**config.mk**
```make
export PLATFORM = sky130hd
export DESIGN_NAME = conv_window_sequencer
export DESIGN_NICKNAME = d
export VERILOG_FILES = /design/src/rtl/conv_pkg.sv /design/src/rtl/conv_tap_counter.sv /design/src/rtl/conv_window_sequencer.sv
export SDC_FILE = /design/constraint.sdc
export NUM_CORES = 1
export LEC_CHECK = 0
export CORE_UTILIZATION = 45
export CTS_CLUSTER_DIAMETER = 50
export CTS_CLUSTER_SIZE = 40
export DETAILED_ROUTE_END_ITERATION = 8
export MAX_ROUTING_LAYER = met4
export PLACE_DENSITY = 0.78
export SLEW_MARGIN = 5
export SYNTH_ARGS = -nofsm -noshare
export SYNTH_HDL_FRONTEND = slang
export SYNTH_SLANG_ARGS = --single-unit
```
**constraint.sdc**
```tcl
create_clock -name clk -period 2.15 [get_ports clk]
set_input_delay 0.3225 -clock clk [delete_from_list [all_inputs] [get_ports clk]]
set_output_delay 0.3225 -clock clk [all_outputs]
set_load 0.01 [all_outputs]
```
**src/rtl/conv_pkg.sv**
```systemverilog
// Shared constants and state encoding for the 5x5 convolution window sequencer.
package conv_pkg;

  localparam int IMG_W = 64;
  localparam int PAD   = 2;
  localparam int K     = 2*PAD + 1;
  localparam int DW    = 8;
  localparam int VW    = $clog2(IMG_W + 2*PAD);
  localparam int AW    = 2*$clog2(IMG_W);
  localparam int TAPS  = K*K;
  localparam int CW    = $clog2(IMG_W);
  localparam int KW    = $clog2(K);
  localparam int TW    = $clog2(TAPS);

  typedef enum logic [2:0] {
    IDLE,
    ISSUE,
    CAPT,
    HOLD,
    DONE
  } state_t;

endpackage

```
**src/rtl/conv_tap_counter.sv**
```systemverilog
// Nested kc / kr / out_col / out_row counters with running tap index and last flags.
module conv_tap_counter #(
  parameter int IMG_W = conv_pkg::IMG_W
) (
  input  logic                    clk,
  input  logic                    rst_n,
  input  logic                    clr,
  input  logic                    adv,
  output logic [conv_pkg::KW-1:0] kc,
  output logic [conv_pkg::KW-1:0] kr,
  output logic [conv_pkg::TW-1:0] tap_idx,
  output logic [conv_pkg::CW-1:0] col,
  output logic [conv_pkg::CW-1:0] row,
  output logic                    win_last,
  output logic                    scan_last
);
  import conv_pkg::*;

  logic kc_wrap, col_wrap, row_wrap;

  assign kc_wrap   = (kc == KW'(K-1));
  assign win_last  = kc_wrap && (kr == KW'(K-1));
  assign col_wrap  = (col == CW'(IMG_W-1));
  assign row_wrap  = (row == CW'(IMG_W-1));
  assign scan_last = win_last && col_wrap && row_wrap;

  always_ff @(posedge clk or negedge rst_n) begin
    if (!rst_n) begin
      kc      <= '0;
      kr      <= '0;
      tap_idx <= '0;
      col     <= '0;
      row     <= '0;
    end else if (clr) begin
      kc      <= '0;
      kr      <= '0;
      tap_idx <= '0;
      col     <= '0;
      row     <= '0;
    end else if (adv) begin
      if (!kc_wrap) begin
        kc      <= kc + KW'(1);
        tap_idx <= tap_idx + TW'(1);
      end else if (!win_last) begin
        kc      <= '0;
        kr      <= kr + KW'(1);
        tap_idx <= tap_idx + TW'(1);
      end else begin
        // window finished: move to the next output pixel
        kc      <= '0;
        kr      <= '0;
        tap_idx <= '0;
        if (!col_wrap) begin
          col <= col + CW'(1);
        end else begin
          col <= '0;
          row <= row_wrap ? '0 : row + CW'(1);
        end
      end
    end
  end

endmodule

```
**src/rtl/conv_window_sequencer.sv**
```systemverilog
// Walks every 5x5 window of the image, reads each tap through the external MMU and
// streams it to the MAC with valid/ready backpressure.
//
//   state | meaning
//   IDLE  | waiting for start
//   ISSUE | memory read of the current tap
//   CAPT  | capture read data and tap tags
//   HOLD  | tap presented, waiting for tap_ready
//   DONE  | one-cycle completion pulse
module conv_window_sequencer #(
  parameter int IMG_W = conv_pkg::IMG_W
) (
  input  logic                    clk,
  input  logic                    rst_n,
  input  logic                    start,
  output logic                    busy,
  output logic                    done,
  output logic [conv_pkg::VW-1:0] virt_row,
  output logic [conv_pkg::VW-1:0] virt_col,
  input  logic [conv_pkg::AW-1:0] phys_addr,
  output logic                    mem_rd,
  output logic [conv_pkg::AW-1:0] mem_addr,
  input  logic [conv_pkg::DW-1:0] mem_q,
  output logic                    tap_valid,
  input  logic                    tap_ready,
  output logic [conv_pkg::DW-1:0] tap_data,
  output logic [conv_pkg::TW-1:0] tap_k,
  output logic                    tap_last,
  output logic [conv_pkg::CW-1:0] out_row,
  output logic [conv_pkg::CW-1:0] out_col
);
  import conv_pkg::*;

  state_t          state, state_nxt;
  logic [KW-1:0]   kc, kr;
  logic [TW-1:0]   tap_idx;
  logic            win_last, scan_last;
  logic            hs, clr, adv;

  assign hs  = (state == HOLD) && tap_ready;
  assign clr = (state == IDLE) && start;
  // the final handshake leaves the counters parked on the last pixel
  assign adv = hs && !scan_last;

  conv_tap_counter #(.IMG_W(IMG_W)) u_cnt (
    .clk       (clk),
    .rst_n     (rst_n),
    .clr       (clr),
    .adv       (adv),
    .kc        (kc),
    .kr        (kr),
    .tap_idx   (tap_idx),
    .col       (out_col),
    .row       (out_row),
    .win_last  (win_last),
    .scan_last (scan_last)
  );

  assign virt_row = VW'(out_row) + VW'(kr);
  assign virt_col = VW'(out_col) + VW'(kc);

  always_ff @(posedge clk or negedge rst_n) begin
    if (!rst_n) state <= IDLE;
    else        state <= state_nxt;
  end

  always_comb begin
    state_nxt = state;
    case (state)
      IDLE:    if (start) state_nxt = ISSUE;
      ISSUE:   state_nxt = CAPT;
      CAPT:    state_nxt = HOLD;
      HOLD:    if (tap_ready) state_nxt = scan_last ? DONE : ISSUE;
      DONE:    state_nxt = IDLE;
      default: state_nxt = IDLE;
    endcase
  end

  always_comb begin
    busy      = (state != IDLE);
    done      = (state == DONE);
    mem_rd    = (state == ISSUE);
    tap_valid = (state == HOLD);
    mem_addr  = mem_rd ? phys_addr : '0;
  end

  always_ff @(posedge clk or negedge rst_n) begin
    if (!rst_n) begin
      tap_data <= '0;
      tap_k    <= '0;
      tap_last <= 1'b0;
    end else if (state == CAPT) begin
      tap_data <= mem_q;
      tap_k    <= tap_idx;
      tap_last <= win_last;
    end
  end

endmodule

```
==> results of run 1 <==
-- timing repair --
item,4_1_cts,5_1_grt
endpoints found under the setup margin,13,30
gates cloned,0,1
hold endpoints to repair,9,0
pin swaps,2,11
hold buffers,1,0
buffers inserted,4,6
resized for setup,35,32
-- power groups by stage --
stage                     Sequential (uW)  Combinational, uW  Clock (uW)
after detailed placement             1140               1600           0
after global routing                 1160               1890         694
after global placement               1120               1560           0
final                                1130               1710         666
after floorplan                      1170                761           0
after CTS                            1120               1600         668
-- sequential cells by signal (all words and copies together) (netlist names) --
name	count
u_cnt.row	6
u_cnt.kc	3
u_cnt.col	6
u_cnt.tap_idx	5
tap_data	8
u_cnt.kr	3
tap_k	5
state	3
tap_last	1
-- cell usage in the layout, fill, tap and decap left out, types with 3 or more instances in the layout --
| cell | instances |
|---|---|
| a21o_1 | 3 |
| a21oi_1 | 14 |
| a21oi_2 | 4 |
| and2_1 | 13 |
| and3_1 | 3 |
| buf_2 | 5 |
| buf_4 | 42 |
| clkbuf_2 | 4 |
| clkbuf_8 | 6 |
| clkdlybuf4s50_1 | 58 |
| dfrtp_1 | 39 |
| dlygate4sd2_1 | 3 |
| dlymetal6s2s_1 | 8 |
| ha_1 | 7 |
| ha_2 | 4 |
| inv_1 | 5 |
| mux2_2 | 14 |
| nand2_1 | 17 |
| nand3_1 | 10 |
| nand4_1 | 5 |
| nor2_1 | 12 |
| nor3_1 | 4 |
| o211ai_1 | 4 |
| o21ai_0 | 10 |
| o31ai_1 | 7 |
| or3_1 | 4 |
| or4_1 | 4 |
| xnor2_1 | 4 |
| xor2_1 | 4 |
-- routing by layer --
metal  up-vias  part of all wire
met1      1155              0.40
met4         0             0.025
li1       1135                 -
met5         -                 0
met3        18             0.057
met2        93              0.52
-- metrics by stage --
| step | instance area [sq um] | utilization | setup WS [ns] | hold slack (ns) |
|---|---|---|---|---|
| after floorplan | 2450 | - | 0.260 | 0.0269 |
| after global routing | 3770 | 0.730 | -0.0251 | 0.442 |
| final | 3770 | 0.730 | 0.0473 | 0.418 |
| after CTS | 3670 | 0.709 | -0.00307 | 0.428 |
| after global placement | 3500 | 0.676 | -0.0833 | 0.195 |
| after detailed placement | 3500 | 0.676 | -0.150 | 0.207 |
-- worst max-delay path, stage by stage, from the launching register on --
cell,delay (ns)
dfrtp_1,0.44
buf_6,0.14
fa_2,0.39
a21oi_2,0.16
nor2b_1,0.07
xor2_1,0.14
buf_2,0.15
-- kinds of logic (layout without fill, tap and decap cells) --
logic type	count (synthesis)	in the layout
XOR/XNOR	8	8
AND/OR/NAND/NOR	93	93
flip-flops	40	40
buffers and inverters	18	138
AO/OA/AOI/OAI	55	55
multiplexers	15	15
adder cells (fa/ha/maj)	15	15
-- worst max path at each step --
stage,to,cells after the start,start
floorplan,u_cnt.row[5],6,u_cnt.kc[1]
global placement,virt_col[4],6,u_cnt.col[0]
detailed placement,virt_row[4],6,u_cnt.row[0]
CTS,u_cnt.row[5],7,u_cnt.kc[1]
global route,virt_row[4],6,u_cnt.kr[1]
finish,virt_row[4],6,u_cnt.kr[1]
-- final cells by class --
cell class	instances	share of cell area
clock buffers	6	0.0219
inverters	6	0.00597
well taps	70	0.0232
clock inverters	2	0.0103
flip-flops and latches	40	0.265
repair buffers	124	0.294
multi-input cells	186	0.379
==> qor.txt, run 1 <==
DR WL/cell -> 15.9 microns
die footprint -> 0.00574 sq mm
PortBufs -> 79
GR met1 Demand/Resource -> 0.321
FMAX -> 0.476 GHz
cell with the most instances after synthesis -> dfrtp_1
R2R Path End -> u_cnt.row[5]
vias in the first global route -> 2,324
post-synthesis mux area share -> 0.0685
global-route wire length before repair -> 10.8 mm
status -> finished clean
Reg area -> 0.00100 sq mm
Synth Area in Simple Gates -> 0.226
DRC viols -> 0
RSZ-0062 raised after global routing -> true
GP Congestion -> 0.803
flop2flop setup slack -> 0.08 ns
minimum clock period -> 2.10 ns
post-route setup TNS -> 0 ns
Mapped Nets -> 283
area occupied by multi-input gates -> 0.00143 sq mm
Final period util -> 0.978
Synth Cell Area -> 0.00245 sq mm
clock sink count -> 40
Fillers -> 379
clock skew -> 0.00425 ns
clock buffer count from CTS -> 5
Fin. Hold Viols -> 0
GRT met3 Usage -> 0.0384
diode count -> 0
combinational power share -> 0.489
Int Pwr -> 2320 uW
GRT Total Usage -> 0.258
P per Cell Area -> 929 mW/mm^2
depth of the worst register-to-register path -> 7
top-area cell type share of the netlist area -> 0.409
Synth Area in Compound Gates -> 0.147
Post-synth ARST share -> 1.00
Power Total -> 3510 uW
Slew @ Worst Pin -> 0.513 ns
syn_area_per_cell -> 10.0 sq um
Sw Pwr -> 1180 uW
R2R Path Start -> u_cnt.col[1]
Leak -> 0.00180 uW
pin count of the biggest net entering global routing -> 20
Seq cells post-synth -> 40
core area -> 0.00517 sq mm
io pins -> 80
Synth Area in XOR/XNOR -> 0.0286
iteration count of the initial detailed-routing pass -> 4
clk root buf -> clkbuf_8
critical path launch point type -> flip-flop
Worst-path clk slew -> 0.08 ns
number of synthesized flops with an enable pin -> 0
sequential share of power -> 0.321
adder-cell share of the synthesized area -> 0.0828
GRT busiest layer -> met2
Area growth syn-to-layout -> 54.2%
initial antenna violation count -> 0
Post-Syn Instances -> 244
Synth top cells by count -> dfrtp_1, nand2_1, a21oi_1
Max Cap Viol -> 0
total grt overflow -> 0
DRT iter0 DRCs -> 193
maximum clock path buffer count -> 2
Max Slew Vio Count -> 0
CTS tree -> done
Die W -> 75.7 microns
met2 Usage GRT -> 0.425
Sw Ratio -> 0.338
Max Fanout on Critical Path -> 3
worst IR drop on VDD -> 571 uV
Synth area leader -> dfrtp_1
vias per cell -> 5.53
Synth Flop Type -> dfrtp_1
Distinct cells, synth -> 50
WP data required -> 1.83 ns
# nets final -> 402
Final Non-Filler Cells -> 434
Hold WC Path Type -> in -> async
share of cells above drive strength 1 -> 0.275
num rows -> 26
Clock Latency Late Sink -> 0.30 ns
dpl cells -> 414
H-tree lvl count -> 2
Seq/Total Area, Yosys -> 0.409
Clock power frac -> 0.190
post-route ant nets -> 0
drt total wl -> 6.92 mm
most area-consuming cells after synthesis -> dfrtp_1, ha_1, mux2_2, a21oi_1, and2_1
DR vias -> 2,401
Max-slew headroom -> 0.655
endpoints failing setup -> 0
Post-DP HPWL -> 4.98 mm
CP arrival -> 1.78 ns
Yosys warning count -> 0
Crit Path Category -> reg -> out
starting density of the core -> 0.473
combinational family with the most area after synthesis -> simple AND/OR/NAND/NOR gates
Crit. End Element -> output pin
Die Y -> 75.7 microns
(Power assumes the default switching activity.)
==> run 2: changes to the inputs <==
- TNS_END_PERCENT: not set -> 30
==> run 2 against run 1 <==
  * Combinational power about the same
  * Worst hold slack better by 0.0023 ns
  * Count of clock-buffer cells in the layout did not move
  * Via count rose by 0.17%
  * Cell area decreased by 0.89%
  * Register-to-register slack got worse by 0.04 ns
  * Highest routed layer unchanged
  * Cell count down 0.46%
  * Non-clock buffer count fell by 2
  * Critical path depth increased by 1
  * Largest cell class unchanged
==> qor.txt, run 2 (synthesis gave the netlist of run 1 again) <==
status -> finished clean
RSZ-0062 raised after global routing -> true
Top reg by flops -> tap_data
maximum clock path buffer count -> 2
CTS tree -> done
drt total wl -> 6.92 mm
post-route cell area -> 0.00374 sq mm
PortBufs -> 79
endpoints failing setup -> 0
minimum clock period -> 2.11 ns
num rows -> 26
DRC viols -> 0
global-route wire length before repair -> 10.8 mm
critical path's top delay family -> simple AND/OR/NAND/NOR gates
Leak -> 0.00179 uW
P per Cell Area -> 930 mW/mm^2
Sw Pwr -> 1180 uW
Fillers -> 385
sequential share of power -> 0.323
starting density of the core -> 0.473
Max Slew Vio Count -> 0
clock sink count -> 40
clock buffer count from CTS -> 5
Max Fanout on Critical Path -> 5
post-route ant nets -> 0
GP Congestion -> 0.803
iteration count of the initial detailed-routing pass -> 4
Max stage delay on crit path -> 0.56 ns
Area growth syn-to-layout -> 52.9%
Max-slew headroom -> 0.661
FMAX -> 0.475 GHz
vias per cell -> 5.57
die footprint -> 0.00574 sq mm
vias in the first global route -> 2,315
most frequent cells in the layout -> clkdlybuf4s50_1, buf_4, dfrtp_1
WP data required -> 2.38 ns
worst IR drop on VDD -> 571 uV
initial antenna violation count -> 0
CP Buf/Inv Count -> 2
diode count -> 0
CP arrival -> 2.33 ns
DR vias -> 2,405
critical path launch point type -> flip-flop
Slew @ Worst Pin -> 0.504 ns
Post-DP HPWL -> 4.98 mm
max reg flops -> 8
Crit. End Element -> flip-flop
Int Pwr -> 2300 uW
core area -> 0.00517 sq mm
Sw Ratio -> 0.338
Clock Latency Late Sink -> 0.30 ns
Max Cap Viol -> 0
H-tree lvl count -> 2
post-route setup TNS -> 0 ns
Final period util -> 0.980
Fin. Hold Viols -> 0
pin count of the biggest net entering global routing -> 20
Worst path slowest cell -> or4_4
combinational power share -> 0.485
Die W -> 75.7 microns
Worst-path clk slew -> 0.09 ns
Placement Cell Area -> 0.00350 sq mm
total grt overflow -> 0
DR WL/cell -> 16.0 microns
Hold WC Path Type -> in -> async
# nets final -> 400
share of cells above drive strength 1 -> 0.260
GRT Total Usage -> 0.257
Power Total -> 3480 uW
io pins -> 80
Clock power frac -> 0.192
DRT iter0 DRCs -> 182
CP Cell Sequence -> buf_4 > inv_1 > ha_4 > nand4_1 > or4_4 > or3_1 > a21oi_1
Die Y -> 75.7 microns
largest registers -> tap_data x8, u_cnt.col x6, u_cnt.row x6
commonest non-fill, non-tap cell in the layout -> clkdlybuf4s50_1
Crit Path Category -> reg -> reg
clock skew -> 0.00766 ns
clk root buf -> clkbuf_8
==> run 2: layer usage <==
| layer | global-route usage | wire length [microns] | vias up |
|---|---|---|---|
| met2 | 0.422 | 3560 | 90 |
| met3 | 0.0384 | 289 | 14 |
| met5 | - | 0 | - |
| met4 | 0.0967 | 144 | 0 |
| li1 | - | - | 1130 |
| met1 | 0.320 | 2930 | 1171 |
==> run 2: power groups by stage <==
stage	Sequential, uW	Combinational, uW	Clock, uW
2_1_floorplan	1170	761	0
4_1_cts	1120	1600	668
6_report	1120	1690	669
3_5_place_dp	1140	1600	0
5_1_grt	1160	1860	694
3_3_place_gp	1120	1560	0
==> run 2: per-stage QoR <==
step	hold slack (ns)	cells	setup WS [ns]	util
detailed placement	0.207	414	-0.150	0.676
global placement	0.195	414	-0.0833	0.676
finish	0.420	432	0.0436	0.723
global route	0.442	432	-0.0136	0.723
CTS	0.428	426	0.000765	0.708
floorplan	0.0269	244	0.260	-
==> run 2: path summary, 6_finish.rpt <==
path,startpoint,end,slack (ns),cells after the start
min in group clk,tap_k[4],tap_k[4],0.51,1
setup reg to reg,u_cnt.kc[0],u_cnt.row[5],0.04,7
hold / removal,rst_n,tap_data[5],0.42,2
max in group asynchronous,rst_n,state[1],1.19,3
hold reg to reg,tap_k[4],tap_k[4],0.51,1
setup / recovery,u_cnt.kc[0],u_cnt.row[5],0.04,7
==> run 2: final cells by class <==
class / count / area (sq um) / area share
clock buffers: 6 / 82.6 / 0.0221
clock inverters: 2 / 38.8 / 0.0104
multi-input cells: 186 / 1420 / 0.378
well taps: 70 / 87.6 / 0.0234
repair buffers: 122 / 1090 / 0.292
inverters: 6 / 22.5 / 0.00602
flip-flops and latches: 40 / 1000 / 0.268
==> run 2: what timing repair did <==
item / in CTS / in global routing
hold buffers: 1 / 0
pin swaps: 3 / 3
setup endpoints to repair: 13 / 31
cloned: 0 / 1
buffers inserted: 3 / 5
resized for setup: 32 / 27
endpoints found under the hold margin: 9 / 0
==> run 2: worst reg2reg max path, stage by stage (launching register included) <==
cell and delay, ns:
dfrtp_1 0.39, buf_4 0.14, inv_1 0.14, ha_4 0.18, nand4_1 0.13, or4_4 0.56
or3_1 0.34, a21oi_1 0.15
==> run 3: changes to the inputs <==
- GPL_TIMING_DRIVEN: not set -> 0
==> run 3 against run 2 <==
  * The flow now finishes with violations (setup timing)
  * Worst setup slack got worse by 0.072 ns
  * Clock skew is 0.0021 ns higher
  * Worst hold slack gained 0.089 ns
  * Largest cell class unchanged
  * Non-clock buffer count fell by 13
  * Utilization down 1.8 points
==> qor.txt, run 3 (synthesis gave the netlist of run 1 again) <==
most frequent cells in the layout -> clkdlybuf4s50_1, dfrtp_1, buf_4
GP Congestion -> 0.895
clock sink count -> 40
# nets final -> 387
met3 routed WL -> 278 microns
Metal-1 WL -> 2.80 mm
clock skew -> 0.00979 ns
area occupied by multi-input gates -> 0.00145 sq mm
total grt overflow -> 0
WP data required -> 1.83 ns
P per Cell Area -> 872 mW/mm^2
largest registers -> tap_data x8, u_cnt.col x6, u_cnt.row x6
Die Y -> 75.7 microns
dpl cells -> 394
minimum clock period -> 2.18 ns
Reg area -> 0.00101 sq mm
Max Cap Viol -> 0
iteration count of the initial detailed-routing pass -> 5
Slew @ Worst Pin -> 0.761 ns
Leak -> 0.00167 uW
max reg flops -> 8
flop2flop setup slack -> 0.07 ns
post-placement worst setup slack -> -0.240 ns
DR vias -> 2,326
PortBufs -> 79
vias per cell -> 5.56
vias in the first global route -> 2,159
commonest non-fill, non-tap cell in the layout -> clkdlybuf4s50_1
Clock Latency Late Sink -> 0.29 ns
clk root buf -> clkbuf_8
Area growth syn-to-layout -> 49.1%
Post-DP HPWL -> 4.39 mm
pin count of the biggest net entering global routing -> 22
post-route ant nets -> 0
setup ws final -> -0.0282 ns
starting density of the core -> 0.473
DRT iter0 DRCs -> 126
maximum clock path buffer count -> 2
DRC viols -> 0
Worst-path clk slew -> 0.08 ns
Crit. End Element -> output pin
WL met2 -> 3.13 mm
post-route setup TNS -> -0.0282 ns
R2R Path End -> u_cnt.kc[2]
Fin. Hold Viols -> 0
RSZ-0062 raised after global routing -> true
Final Non-Filler Cells -> 418
Hold WC Path Type -> reg -> reg
core area -> 0.00517 sq mm
Max Fanout on Critical Path -> 9
R2R Path Start -> state[0]
Post-Route Utilization -> 0.706
depth of the worst register-to-register path -> 5
CP arrival -> 1.86 ns
die footprint -> 0.00574 sq mm
global-route wire length before repair -> 10.0 mm
clock buffer count from CTS -> 5
Max Slew Vio Count -> 0
worst IR drop on VDD -> 480 uV
FMAX -> 0.459 GHz
Final period util -> 1.01
share of cells above drive strength 1 -> 0.250
Critical Path Source -> u_cnt.row[2]
Top reg by flops -> tap_data
diode count -> 0
critical path launch point type -> flip-flop
io pins -> 80
CTS tree -> done
Fillers -> 394
Crit Path Category -> reg -> out
drt total wl -> 6.32 mm
initial antenna violation count -> 0
DR WL/cell -> 15.1 microns
failing checks -> setup timing
GRT Total Usage -> 0.238
Die W -> 75.7 microns
worst setup path end -> virt_row[5]
Max-slew headroom -> 0.490
num rows -> 26
H-tree lvl count -> 2
endpoints failing setup -> 1
status -> complete, but fails checks
top layer in use -> met4
## run 3: changes by cell type in the layout (fill, tap and decap cells not counted), moves of 2 or more
| cell | previous run | this run |
|---|---|---|
| buf_4 | 42 | 21 |
| dlygate4sd2_1 | 3 | 13 |
| dfrtp_1 | 39 | 32 |
| dfrtp_2 | 1 | 8 |
| clkdlybuf4s50_1 | 58 | 54 |
| dlymetal6s2s_1 | 8 | 4 |
| buf_2 | 4 | 7 |
| ha_2 | 4 | 2 |
| ha_4 | 1 | 3 |
## run 3: how the worst min path moves through the flow
| stage | slack (ns) | startpoint | cells past startpoint | endpoint |
|---|---|---|---|---|
| 6_report | 0.51 | tap_data[6] | 1 | tap_data[6] |
| 5_1_grt | 0.53 | tap_data[7] | 1 | tap_data[7] |
| 4_1_cts | 0.51 | tap_data[6] | 1 | tap_data[6] |
| 3_5_place_dp | 0.32 | rst_n | 1 | tap_data[5] |
| 3_3_place_gp | 0.49 | tap_data[6] | 1 | tap_data[6] |
| 2_1_floorplan | 0.03 | rst_n | 0 | state[0] |
## run 3: layer usage
layer  vias up  global-route usage
li1       1113                   -
met1      1113               0.302
met5         -                   -
met4         0              0.0844
met2        91               0.382
met3         9              0.0437
## run 3: critical path, stage by stage, from the launching register on
cell and delay [ns]:
dfrtp_2 0.49, ha_1 0.39, a21oi_2 0.20, nor2_1 0.07
xor2_1 0.13, dlygate4sd2_1 0.28
## run 3: what timing repair did
| action | in CTS | in global routing |
|---|---|---|
| setup endpoints to repair | 31 | 27 |
| hold buffers | 1 | 0 |
| resized for setup | 49 | 27 |
| pin swaps | 3 | 7 |
| setup buffers | 7 | 9 |
| endpoints found under the hold margin | 11 | 0 |
## run 3: area by class of cell
cell class | count | share of cell area
repair buffers | 97 | 0.249
inverters | 6 | 0.00617
clock inverters | 2 | 0.00343
plain buffers | 12 | 0.0243
multi-input cells | 186 | 0.398
well taps | 70 | 0.0240
flip-flops and latches | 40 | 0.277
clock buffers | 5 | 0.0189
## run 3: stage by stage
| stage | hold WS [ns] | cell area, sq um | total power [uW] |
|---|---|---|---|
| 3_5_place_dp | 0.317 | 3350 | 2620 |
| 2_1_floorplan | 0.0269 | 2450 | 1930 |
| 4_1_cts | 0.514 | 3530 | 3150 |
| 3_3_place_gp | 0.489 | 3330 | 2570 |
| 6_report | 0.509 | 3650 | 3180 |
| 5_1_grt | 0.533 | 3650 | 3410 |
## run 3: where the power goes
part           internal [uW]  leakage [uW]  switching, uW
Clock                    220     0.0000400            265
Sequential               969      0.000500            176
Combinational            867       0.00113            687
